**src/rtl/op_issuer.sv**
```systemverilog
// Command FIFO plus issue sequencer: replays queued operation words to the controller,
// holding multiplies for a fixed time and streaming data words under write commands.
module op_issuer #(
  parameter int MULT_CYCLES = 80,
  parameter int WRITE_LEN   = 64,
  parameter int FIFO_DEPTH  = 4   // power of two, at least 2
) (
  input  logic        clk,
  input  logic        reset,
  input  logic        enable,
  input  logic [31:0] cmd_word,
  input  logic        cmd_valid,
  output logic        cmd_ready,
  input  logic [31:0] data_in,
  input  logic        data_valid,
  output logic        data_ready,
  output logic [31:0] operation,
  output logic [31:0] in_data,
  output logic        busy,
  output logic        done,
  output logic        err
);

  localparam int PTR_W   = $clog2(FIFO_DEPTH);
  localparam int OCC_W   = $clog2(FIFO_DEPTH + 1);
  localparam int CNT_MAX = (MULT_CYCLES > WRITE_LEN) ? MULT_CYCLES : WRITE_LEN;
  localparam int CNT_W   = $clog2(CNT_MAX + 1);

  typedef enum logic [1:0] {IDLE, MULT, WRITE, GAP} state_t;

  state_t             state_reg, state_next;
  logic [CNT_W-1:0]   cnt_reg, cnt_next;
  logic [31:0]        op_reg, op_next;
  logic [31:0]        in_data_reg, in_data_next;
  logic [31:0]        word_reg, word_next;
  logic               err_reg, err_next;
  logic [PTR_W-1:0]   wr_ptr_reg, rd_ptr_reg;
  logic [OCC_W-1:0]   occ_reg;
  logic [31:0]        fifo_mem [FIFO_DEPTH];

  logic        full;
  logic        empty;
  logic        push;
  logic        pop;
  logic [31:0] head;

  assign full       = (occ_reg == OCC_W'(FIFO_DEPTH));
  assign empty      = (occ_reg == '0);
  assign cmd_ready  = enable && !full;
  assign push       = cmd_valid && cmd_ready;
  assign head       = fifo_mem[rd_ptr_reg];
  assign data_ready = enable && (state_reg == WRITE) && (cnt_reg < CNT_W'(WRITE_LEN));

  assign operation = op_reg;
  assign in_data   = in_data_reg;
  assign busy      = (state_reg != IDLE) || !empty;
  assign done      = (state_reg == GAP);
  assign err       = err_reg;

  // GAP dispatches the next queued command itself so back-to-back commands see a single zero cycle.
  always_comb begin
    state_next   = state_reg;
    cnt_next     = cnt_reg;
    op_next      = op_reg;
    in_data_next = in_data_reg;
    word_next    = word_reg;
    err_next     = err_reg;
    pop          = 1'b0;
    if (enable) begin
      case (state_reg)
        IDLE, GAP: begin
          state_next = IDLE;
          op_next    = '0;
          if (!empty) begin
            pop      = 1'b1;
            cnt_next = '0;
            case (head[3:0])
              4'd0: ;
              4'd1: begin
                state_next = MULT;
                op_next    = head;
                word_next  = head;
              end
              4'd2: begin
                state_next = WRITE;
                word_next  = head;
              end
              default: err_next = 1'b1;
            endcase
          end
        end
        MULT: begin
          if (cnt_reg == CNT_W'(MULT_CYCLES - 1)) begin
            state_next = GAP;
            op_next    = '0;
            cnt_next   = '0;
          end else begin
            cnt_next = cnt_reg + 1'b1;
          end
        end
        WRITE: begin
          if (cnt_reg == CNT_W'(WRITE_LEN)) begin
            state_next = GAP;
            op_next    = '0;
            cnt_next   = '0;
          end else if (data_valid) begin
            in_data_next = data_in;
            op_next      = word_reg;
            cnt_next     = cnt_reg + 1'b1;
          end else begin
            op_next = '0;
          end
        end
        default: state_next = IDLE;
      endcase
    end
  end

  always_ff @(posedge clk) begin
    if (reset) begin
      state_reg   <= IDLE;
      cnt_reg     <= '0;
      op_reg      <= '0;
      in_data_reg <= '0;
      word_reg    <= '0;
      err_reg     <= 1'b0;
    end else begin
      state_reg   <= state_next;
      cnt_reg     <= cnt_next;
      op_reg      <= op_next;
      in_data_reg <= in_data_next;
      word_reg    <= word_next;
      err_reg     <= err_next;
    end
  end

  always_ff @(posedge clk) begin
    if (reset) begin
      wr_ptr_reg <= '0;
      rd_ptr_reg <= '0;
      occ_reg    <= '0;
    end else begin
      if (push) wr_ptr_reg <= wr_ptr_reg + 1'b1;
      if (pop)  rd_ptr_reg <= rd_ptr_reg + 1'b1;
      case ({push, pop})
        2'b10:   occ_reg <= occ_reg + 1'b1;
        2'b01:   occ_reg <= occ_reg - 1'b1;
        default: occ_reg <= occ_reg;
      endcase
    end
  end

  always_ff @(posedge clk) begin
    if (push) fifo_mem[wr_ptr_reg] <= cmd_word;
  end

endmodule

```
**config.mk**
```make
export PLATFORM = sky130hd
export DESIGN_NAME = op_issuer
export DESIGN_NICKNAME = d
export VERILOG_FILES = /design/src/rtl/op_issuer.sv
export SDC_FILE = /design/constraint.sdc
export NUM_CORES = 1
export LEC_CHECK = 0
export ABC_AREA = 0
export BUFFER_PORTS_ARGS = -buffer_cell sky130_fd_sc_hd__buf_2
export CORE_MARGIN = 2
export CORE_UTILIZATION = 51
export CTS_BUF_LIST = sky130_fd_sc_hd__clkbuf_16
export DETAILED_ROUTE_END_ITERATION = 10
export PLACE_DENSITY_LB_ADDON = 0.08
export SETUP_SLACK_MARGIN = 0.2
export SYNTH_ARGS = -nofsm -noshare
export SYNTH_HDL_FRONTEND = slang
export SYNTH_SLANG_ARGS = --single-unit
```
**constraint.sdc**
```tcl
create_clock -name clk -period 2.7 [get_ports clk]
set_clock_uncertainty 0.15 [all_clocks]
set_input_delay 0.405 -clock clk [delete_from_list [all_inputs] [get_ports clk]]
set_output_delay 0.405 -clock clk [all_outputs]
set_load 0.01 [all_outputs]
```
==> impl_metrics.tcl, run 1 <==
set metrics [dict create \
    clk_latency_ns 0.53 \
    antenna_found_initial 0 \
    async_flop_share 0 \
    finalInstanceArea_sq_um 12000 \
    power_density_nw_per_um2 791 \
    dieArea_sq_um 19500 \
    post_dp_cell_area_sq_um 10400 \
    synth-seq-cells 243 \
    syn_inst 726 \
    crit_path_end_kind "register" \
    arrival_ns 2.74 \
    syn_area_per_cell_sq_um 13.0 \
    tightest_slew_ns 0.678 \
    nNetsFinal 1014 \
    htreeDepth 1 \
    dp_cells 1070 \
    period_needed_ns 2.43 \
    path_max_fanout 6 \
    wl_um 20800 \
    floorplan.die.height_um 140 \
    post-route-period-util 0.902 \
    final_common_cell "nand2_1" \
    vias_per_cell 5.42 \
    synth_warnings 0 \
    seq_area_frac_synth 0.654 \
    root_buffer "clkbuf_16" \
    min_from "cmd_valid" \
    r2r_start "occ_reg[1]" \
    rsz0062_at_grt "yes" \
    grt_pass1_vias 6499 \
    std_cell_rows 49 \
    cap_violations 0 \
    setup_viol 0 \
    initialDrtViolationCount 366 \
    grt_pass1_wl_um 33100 \
    drc_errors 0 \
    area.growth.synth_to_final_pct 27.4 \
    clk_pin_slew_worst_paths_ns 0.06 \
    status "completed" \
    gp_congestion 0.798 \
    vias 6402 \
    drtPass1Iterations 4 \
    clockBufferDepth 3 \
    ant_nets 0 \
    cts.sinks 243 \
    core_area_sq_um 18000 \
    cp-startpoint "occ_reg[1]" \
    timing.hold.ws_ns 0.179 \
    synth_fp_nets 807 \
    largest_register_ffs 128 \
    antenna-diode-count 0 \
    hold_viol 0 \
    synth-edff-count 128 \
    wl_per_cell_um 17.6 \
    fin_cells 1182 \
    slew_headroom 0.547 \
    dieWidth_um 140 \
    crit_path_start_kind "register" \
    synth.cell_area_sq_um 9400 \
    cts_tree "yes" \
    grt_max_degree 64 \
    regMostFlops "fifo_mem" \
    power_leakage_uw 0.00448 \
    start_util 0.522 \
    io_buffers 137 \
    critical_path_required_ns 3.00 \
    grt.overflow.total 0 \
    ys_types 52 \
    drv_slew 0 \
    track_usage 0.209 \
    nFillCells 1333 \
    hpwl_um 13200 \
    num_io_pins 138 \
    peakVddDrop_mv 0.686 \
    final_cell_mix "nand2_1, buf_2, edfxtp_1, dfxtp_1, a21oi_1" \
    drive_above_1_share 0.289 \
    min_path_type "in2reg" \
    fmax_ghz 0.411 \
    setup_tns_ns 0 \
    worst-setup-path-type "reg2reg" \
    cts_inserted_buffers 26 \
    ys.flop_type "edfxtp_1" \
    finish.utilization 0.665 \
]
==> what timing repair did <==
action / 4_1_cts / 5_1_grt
hold endpoints to repair: 160 / 0
buffers inserted: 0 / 0
gates resized for setup: 0 / 2
hold buffers: 64 / 0
setup endpoints to repair: 0 / 35
==> per-stage QoR <==
stage	power, uW	setup WS (ns)
after floorplan	5280	0.231
after detailed placement	5760	0.263
after global routing	9860	0.0934
after CTS	9570	0.243
final	9480	0.265
after global placement	5710	0.307
==> routing by layer <==
| metal | share of wire | wire (um) | track usage |
|---|---|---|---|
| met5 | 0 | 0 | 0 |
| met4 | 0.021 | 428 | 0.0547 |
| met3 | 0.058 | 1200 | 0.0330 |
| met2 | 0.51 | 10700 | 0.376 |
| met1 | 0.41 | 8520 | 0.265 |
==> cell usage after synthesis (8+ instances only) <==
library cell    n  share of area
a21oi_1        71          0.038
a221oi_1       18          0.017
a221oi_2       10          0.016
and3_1          9         0.0060
clkbuf_1       28          0.011
dfxtp_1       115           0.24
edfxtp_1      128           0.41
ha_1           11          0.015
inv_1          11         0.0044
mux4_2         31          0.074
nand2_1       137          0.055
nand3_1         8         0.0043
nor2_1         43          0.017
nor3_1         20          0.011
nor3_2         10          0.011
==> worst max-delay path, cell delays in order, from the launching register on <==
cell and delay, ns:
dfxtp_1 0.42, nor2_1 0.10, a21boi_4 0.20, and2_1 0.20, inv_1 0.08, ha_1 0.24, fa_1 0.39, xnor2_1 0.14
or3_1 0.30, a21oi_1 0.14
==> cells by family after synthesis <==
kind of cell               share of synthesized area
adders and majority gates                     0.0168
xor gates and xnor gates                     0.00466
buffers and inverters                         0.0299
and+or+nand+nor                                0.123
DFF                                            0.654
muxes                                         0.0764
AOI/OAI and AO/OA                             0.0954
==> final timing paths <==
kind,end,cells after the start,slack [ns]
max,occ_reg[2],9,0.27
min,wr_ptr_reg[1],4,0.18
max reg2reg,occ_reg[2],9,0.27
min reg2reg,in_data[28],2,0.30
==> report_power, final <==
group,switching [uW],internal [uW],total (uW)
logic,837,716,1550
clock network,1440,2300,3740
registers,109,4070,4180
total,2390,7090,9480
==> area by class of cell <==
type | count | area (sq um) | share of cell area
Clock buffer | 27 | 676 | 0.0564
Tap cell | 229 | 287 | 0.0239
Sequential cell | 243 | 6150 | 0.513
Multi-Input combinational cell | 427 | 3010 | 0.251
Timing Repair Buffer | 224 | 1580 | 0.132
Clock inverter | 21 | 248 | 0.0207
Inverter | 11 | 41.3 | 0.00345
No activity file was read; power rests on OpenSTA's default activity.
==> inputs of run 2 (changes only) <==
--- a/config.mk
+++ b/config.mk
@@ -9,2 +9,3 @@
 export BUFFER_PORTS_ARGS = -buffer_cell sky130_fd_sc_hd__buf_2
+export CORE_ASPECT_RATIO = 0.5
 export CORE_MARGIN = 2
==> constraint.sdc (replaced) <==
create_clock -name clk -period 2.7 [get_ports clk]
set_clock_uncertainty 0.15 [all_clocks]
set_input_delay 0.135 -clock clk [delete_from_list [all_inputs] [get_ports clk]]
set_output_delay 0.135 -clock clk [all_outputs]
set_load 0.01 [all_outputs]
==> run 2 against run 1 <==
Maximum frequency increased by 2.4%. Total power down 6.1%. Worst setup slack improved by 0.058 ns. Largest power group unchanged. Sequential power is essentially flat. Cell count grew 0.42%.
==> impl_metrics.tcl, run 2 (synthesis gave the netlist of run 1 again) <==
set metrics [dict create \
    peakVddDrop_mv 0.488 \
    grt_pass1_wl_um 32400 \
    p_int_uw 6560 \
    antenna-diode-count 0 \
    ant_nets 0 \
    crit_buf_inv 0 \
    crit_path_start_kind "register" \
    htreeDepth 1 \
    rsz0062_at_grt "no" \
    cap_violations 0 \
    finalPower_uw 8890 \
    vias_per_cell 5.28 \
    timing.hold.ws_ns 0.217 \
    nNetsFinal 1011 \
    cts_inserted_buffers 23 \
    power_leakage_uw 0.00439 \
    wl_per_cell_um 17.1 \
    std_cell_rows 35 \
    critical_path_required_ns 2.95 \
    cts_tree "yes" \
    drive_above_1_share 0.277 \
    final_cell_mix "nand2_1, buf_2, edfxtp_1, dfxtp_1, a21oi_1" \
    track_usage 0.211 \
    power_frac_comb 0.175 \
    setup_tns_ns 0 \
    wl_um 20300 \
    cp_slowest_stage_delay_ns 0.62 \
    dp_cells 1076 \
    p_sw_frac 0.262 \
    clockBufferDepth 3 \
    worst-setup-path-type "reg2reg" \
    path_max_fanout 30 \
    dieArea_sq_um 19600 \
    cts_setup_buffers 0 \
    hold_viol 0 \
    fmax_ghz 0.421 \
    io_buffers 137 \
    p_switching_uw 2330 \
    path_delay_family "simple AND/OR/NAND/NOR gates" \
    antenna_found_initial 0 \
    clk_pin_slew_worst_paths_ns 0.07 \
    slew_headroom 0.591 \
    crit_path_end_kind "register" \
    status "completed" \
    grt.overflow.total 0 \
    power_density_nw_per_um2 750 \
    clk_latency_ns 0.52 \
    floorplan.die.height_um 100 \
    dieWidth_um 196 \
    area.growth.synth_to_final_pct 26.2 \
    num_io_pins 138 \
    post_dp_cell_area_sq_um 10400 \
    clockPowerShare 0.355 \
    cp_slowest_cell "or3b_4" \
    hpwl_um 11800 \
    p_seq_frac 0.470 \
    largest_register_ffs 128 \
    cts.sinks 243 \
    min_path_type "in2reg" \
    final_common_cell "nand2_1" \
    root_buffer "clkbuf_16" \
    period_needed_ns 2.38 \
    grt_max_degree 59 \
    fin_cells 1187 \
    drv_slew 0 \
    drtPass1Iterations 5 \
    start_util 0.516 \
    vias 6264 \
    finalInstanceArea_sq_um 11900 \
    initialDrtViolationCount 371 \
    core_area_sq_um 18200 \
    gp_congestion 0.783 \
    arrival_ns 2.63 \
    nFillCells 1354 \
    setup_viol 0 \
    rrSetupSlack_ns 0.32 \
    post-route-period-util 0.880 \
    drc_errors 0 \
    grt_pass1_vias 6088 \
    tightest_slew_ns 0.613 \
    path_cells "mux4_2 > xnor2_1 > or3b_4 > and3_1" \
    regMostFlops "fifo_mem" \
]
## run 2: cell count changes in the layout (fill, tap and decap cells not counted), moves of 2 or more
| cell | change |
|---|---|
| buf_12 | +3 |
| clkinv_1 | +3 |
| dlygate4sd3_1 | +5 |
| clkinv_2 | -4 |
| clkbuf_16 | -4 |
| bufinv_16 | -3 |
| clkinv_8 | -2 |
| buf_4 | -8 |
## run 2: power by group through the flow
stage	clock network (uW)	logic (uW)	registers [uW]
final	3160	1560	4180
after detailed placement	0	1480	4260
after global placement	0	1460	4250
after CTS	3230	1570	4180
after global routing	3390	1720	4200
after floorplan	0	1010	4260
## run 2: worst paths after layout
kind	start	end	cells after the start
worst min register to register	in_data[14]	in_data[14]	2
worst max register to register	register	word_reg[2]	4
worst max-delay path	register	word_reg[2]	4
worst min-delay path	cmd_word[18]	fifo_mem[3][18]	2
## run 2: timing repair
item	CTS	global route
hold buffers	69	0
hold endpoints to repair	177	0
endpoints found under the setup margin	0	34
gates resized for setup	0	5
## run 2: layout make-up
type,count,area (sq um),share of cell area
clock buffers,23,576,0.0485
well taps,240,300,0.0253
clock inverters,19,164,0.0138
inverters,11,41.3,0.00348
repair buffers,224,1630,0.137
flip-flops and latches,243,6150,0.518
multi-input cells,427,3010,0.254
## run 2: metal layers
layer	wire length, um	part of all wire	track usage
met2	9350	0.46	0.355
met5	0	0	0
met1	9670	0.48	0.293
met3	1060	0.052	0.0363
met4	265	0.013	0.0431
## run 2: through the flow
stage	utilization	worst slack (ns)
final	0.651	0.323
after global routing	0.651	0.190
after CTS	0.650	0.229
after detailed placement	0.572	0.249
after global placement	0.572	0.281
after floorplan	-	0.231
## run 2: worst reg2reg max path: stages (launching register included)
cell and delay, ns:
dfxtp_2 0.40, mux4_2 0.61, xnor2_1 0.22, or3b_4 0.62, and3_1 0.27
==> inputs of run 3 (changes only) <==
CORE_UTILIZATION = 50   (was 51)
==> run 3 against run 2 <==
Non-clock buffer count is 1 higher. Routed wire length is 1.3% higher. Cell count hardly changed. Clock-buffer cell count is 1 lower. Die area is 1.9% higher. Clock power is 8.2% lower. Critical path depth stayed put. Register-to-register slack better by 0.02 ns. Maximum frequency is 1.1% higher. Critical endpoint unchanged. Largest cell class unchanged. Largest power group unchanged. Highest routed layer unchanged.
==> impl_metrics.tcl, run 3 (synthesis gave the netlist of run 1 again) <==
set metrics [dict create \
    nNetsFinal 1011 \
    drv_slew 0 \
    dieWidth_um 198 \
    power_density_nw_per_um2 732 \
    p_seq_frac 0.484 \
    peakVddDrop_mv 0.520 \
    power_leakage_uw 0.00436 \
    cts.sinks 243 \
    area.growth.synth_to_final_pct 25.3 \
    regMostFlops "fifo_mem" \
    hpwl_um 12200 \
    drc_errors 0 \
    clk_pin_slew_worst_paths_ns 0.06 \
    root_buffer "clkbuf_16" \
    clk_latency_ns 0.51 \
    final_cell_mix "nand2_1, buf_2, edfxtp_1, dfxtp_1, a21oi_1" \
    wl_um 20600 \
    gp_congestion 0.788 \
    largest_register_ffs 128 \
    cp_slowest_cell "or3b_4" \
    vias 6338 \
    antenna_found_initial 0 \
    drive_above_1_share 0.280 \
    final_common_cell "nand2_1" \
    min_path_type "in2reg" \
    grt_pass1_wl_um 32500 \
    core_area_sq_um 18400 \
    htreeDepth 1 \
    vias_per_cell 5.34 \
    wl_per_cell_um 17.4 \
    fin_ws_ns 0.348 \
    arrival_ns 2.60 \
    slew_headroom 0.527 \
    crit_path_end_kind "register" \
    power_frac_comb 0.180 \
    p_int_uw 6360 \
    nFillCells 1404 \
    worst-setup-path-type "reg2reg" \
    cts_inserted_buffers 22 \
    num_io_pins 138 \
    cap_violations 0 \
    ant_nets 0 \
    io_buffers 137 \
    grt_pass1_vias 6147 \
    grt.overflow.total 0 \
    clockBufferDepth 3 \
    cp_slowest_stage_delay_ns 0.60 \
    p_switching_uw 2260 \
    rsz0062_at_grt "no" \
    fmax_ghz 0.425 \
    tightest_slew_ns 0.710 \
    dp_slack_ns 0.289 \
    start_util 0.511 \
    antenna-diode-count 0 \
    cts_tree "yes" \
    setup_tns_ns 0 \
    clockPowerShare 0.336 \
    critical_path_required_ns 2.94 \
    drtPass1Iterations 4 \
    dieArea_sq_um 20000 \
    cts_setup_buffers 0 \
    status "completed" \
    post-route-period-util 0.871 \
    path_cells "or2_2 > mux4_2 > or3b_4 > and3_1" \
    setup_viol 0 \
    crit_path_start_kind "register" \
    initialDrtViolationCount 327 \
    p_sw_frac 0.262 \
    grt_max_degree 65 \
    hold_viol 0 \
    period_needed_ns 2.35 \
    std_cell_rows 35 \
    path_max_fanout 30 \
    track_usage 0.210 \
    floorplan.die.height_um 101 \
]
## run 3: routing by layer
| layer | part of all wire | vias to the layer above | wire length (um) | track usage |
|---|---|---|---|---|
| li1 | - | 3082 | - | - |
| met1 | 0.47 | 3069 | 9620 | 0.290 |
| met3 | 0.052 | 25 | 1080 | 0.0378 |
| met4 | 0.016 | 0 | 330 | 0.0474 |
| met5 | 0 | - | 0 | 0 |
| met2 | 0.46 | 162 | 9590 | 0.351 |
## run 3: layout make-up
| cell class | instances | area [sq um] | share of cell area |
|---|---|---|---|
| Clock buffer | 22 | 551 | 0.0467 |
| Clock inverter | 18 | 116 | 0.00987 |
| Inverter | 11 | 41.3 | 0.00350 |
| Multi-Input combinational cell | 427 | 3010 | 0.255 |
| Sequential cell | 243 | 6150 | 0.522 |
| Tap cell | 240 | 300 | 0.0255 |
| Timing Repair Buffer | 225 | 1620 | 0.137 |
## run 3: timing repair
| item | in CTS | in global routing |
|---|---|---|
| gates resized for setup | 0 | 6 |
| hold endpoints to repair | 171 | 0 |
| hold buffers | 68 | 0 |
| setup endpoints to repair | 0 | 34 |
## run 3: power groups by stage
stage	Sequential, uW	Combinational, uW	Clock, uW
finish	4180	1550	2900
global placement	4250	1460	0
CTS	4180	1560	2980
detailed placement	4260	1480	0
global route	4200	1700	3120
floorplan	4260	1010	0
## run 3: critical path: cells and delay by family (launching register included)
kind	cells	cell delay, ns
flip-flops	1	0.35
multiplexers	1	0.58
AND/OR/NAND/NOR	3	1.15
## run 3: per-stage QoR
step	instances	hold WS (ns)	utilization	area, sq um	total power, uW
final	1186	0.221	0.641	11800	8630
after global routing	1186	0.219	0.641	11800	9020
after CTS	1186	0.208	0.640	11800	8720
after detailed placement	1078	0.205	0.567	10400	5740
after global placement	1078	0.198	0.567	10400	5710
after floorplan	726	0.0839	-	9410	5270
## run 3: worst paths after layout
path / startpoint / end / slack [ns] / cells past startpoint
max: fifo_mem[1][2] / word_reg[2] / 0.35 / 4
min: cmd_word[20] / fifo_mem[0][20] / 0.22 / 2
max reg2reg: fifo_mem[1][2] / word_reg[2] / 0.35 / 4
min reg2reg: in_data[19] / in_data[19] / 0.30 / 2
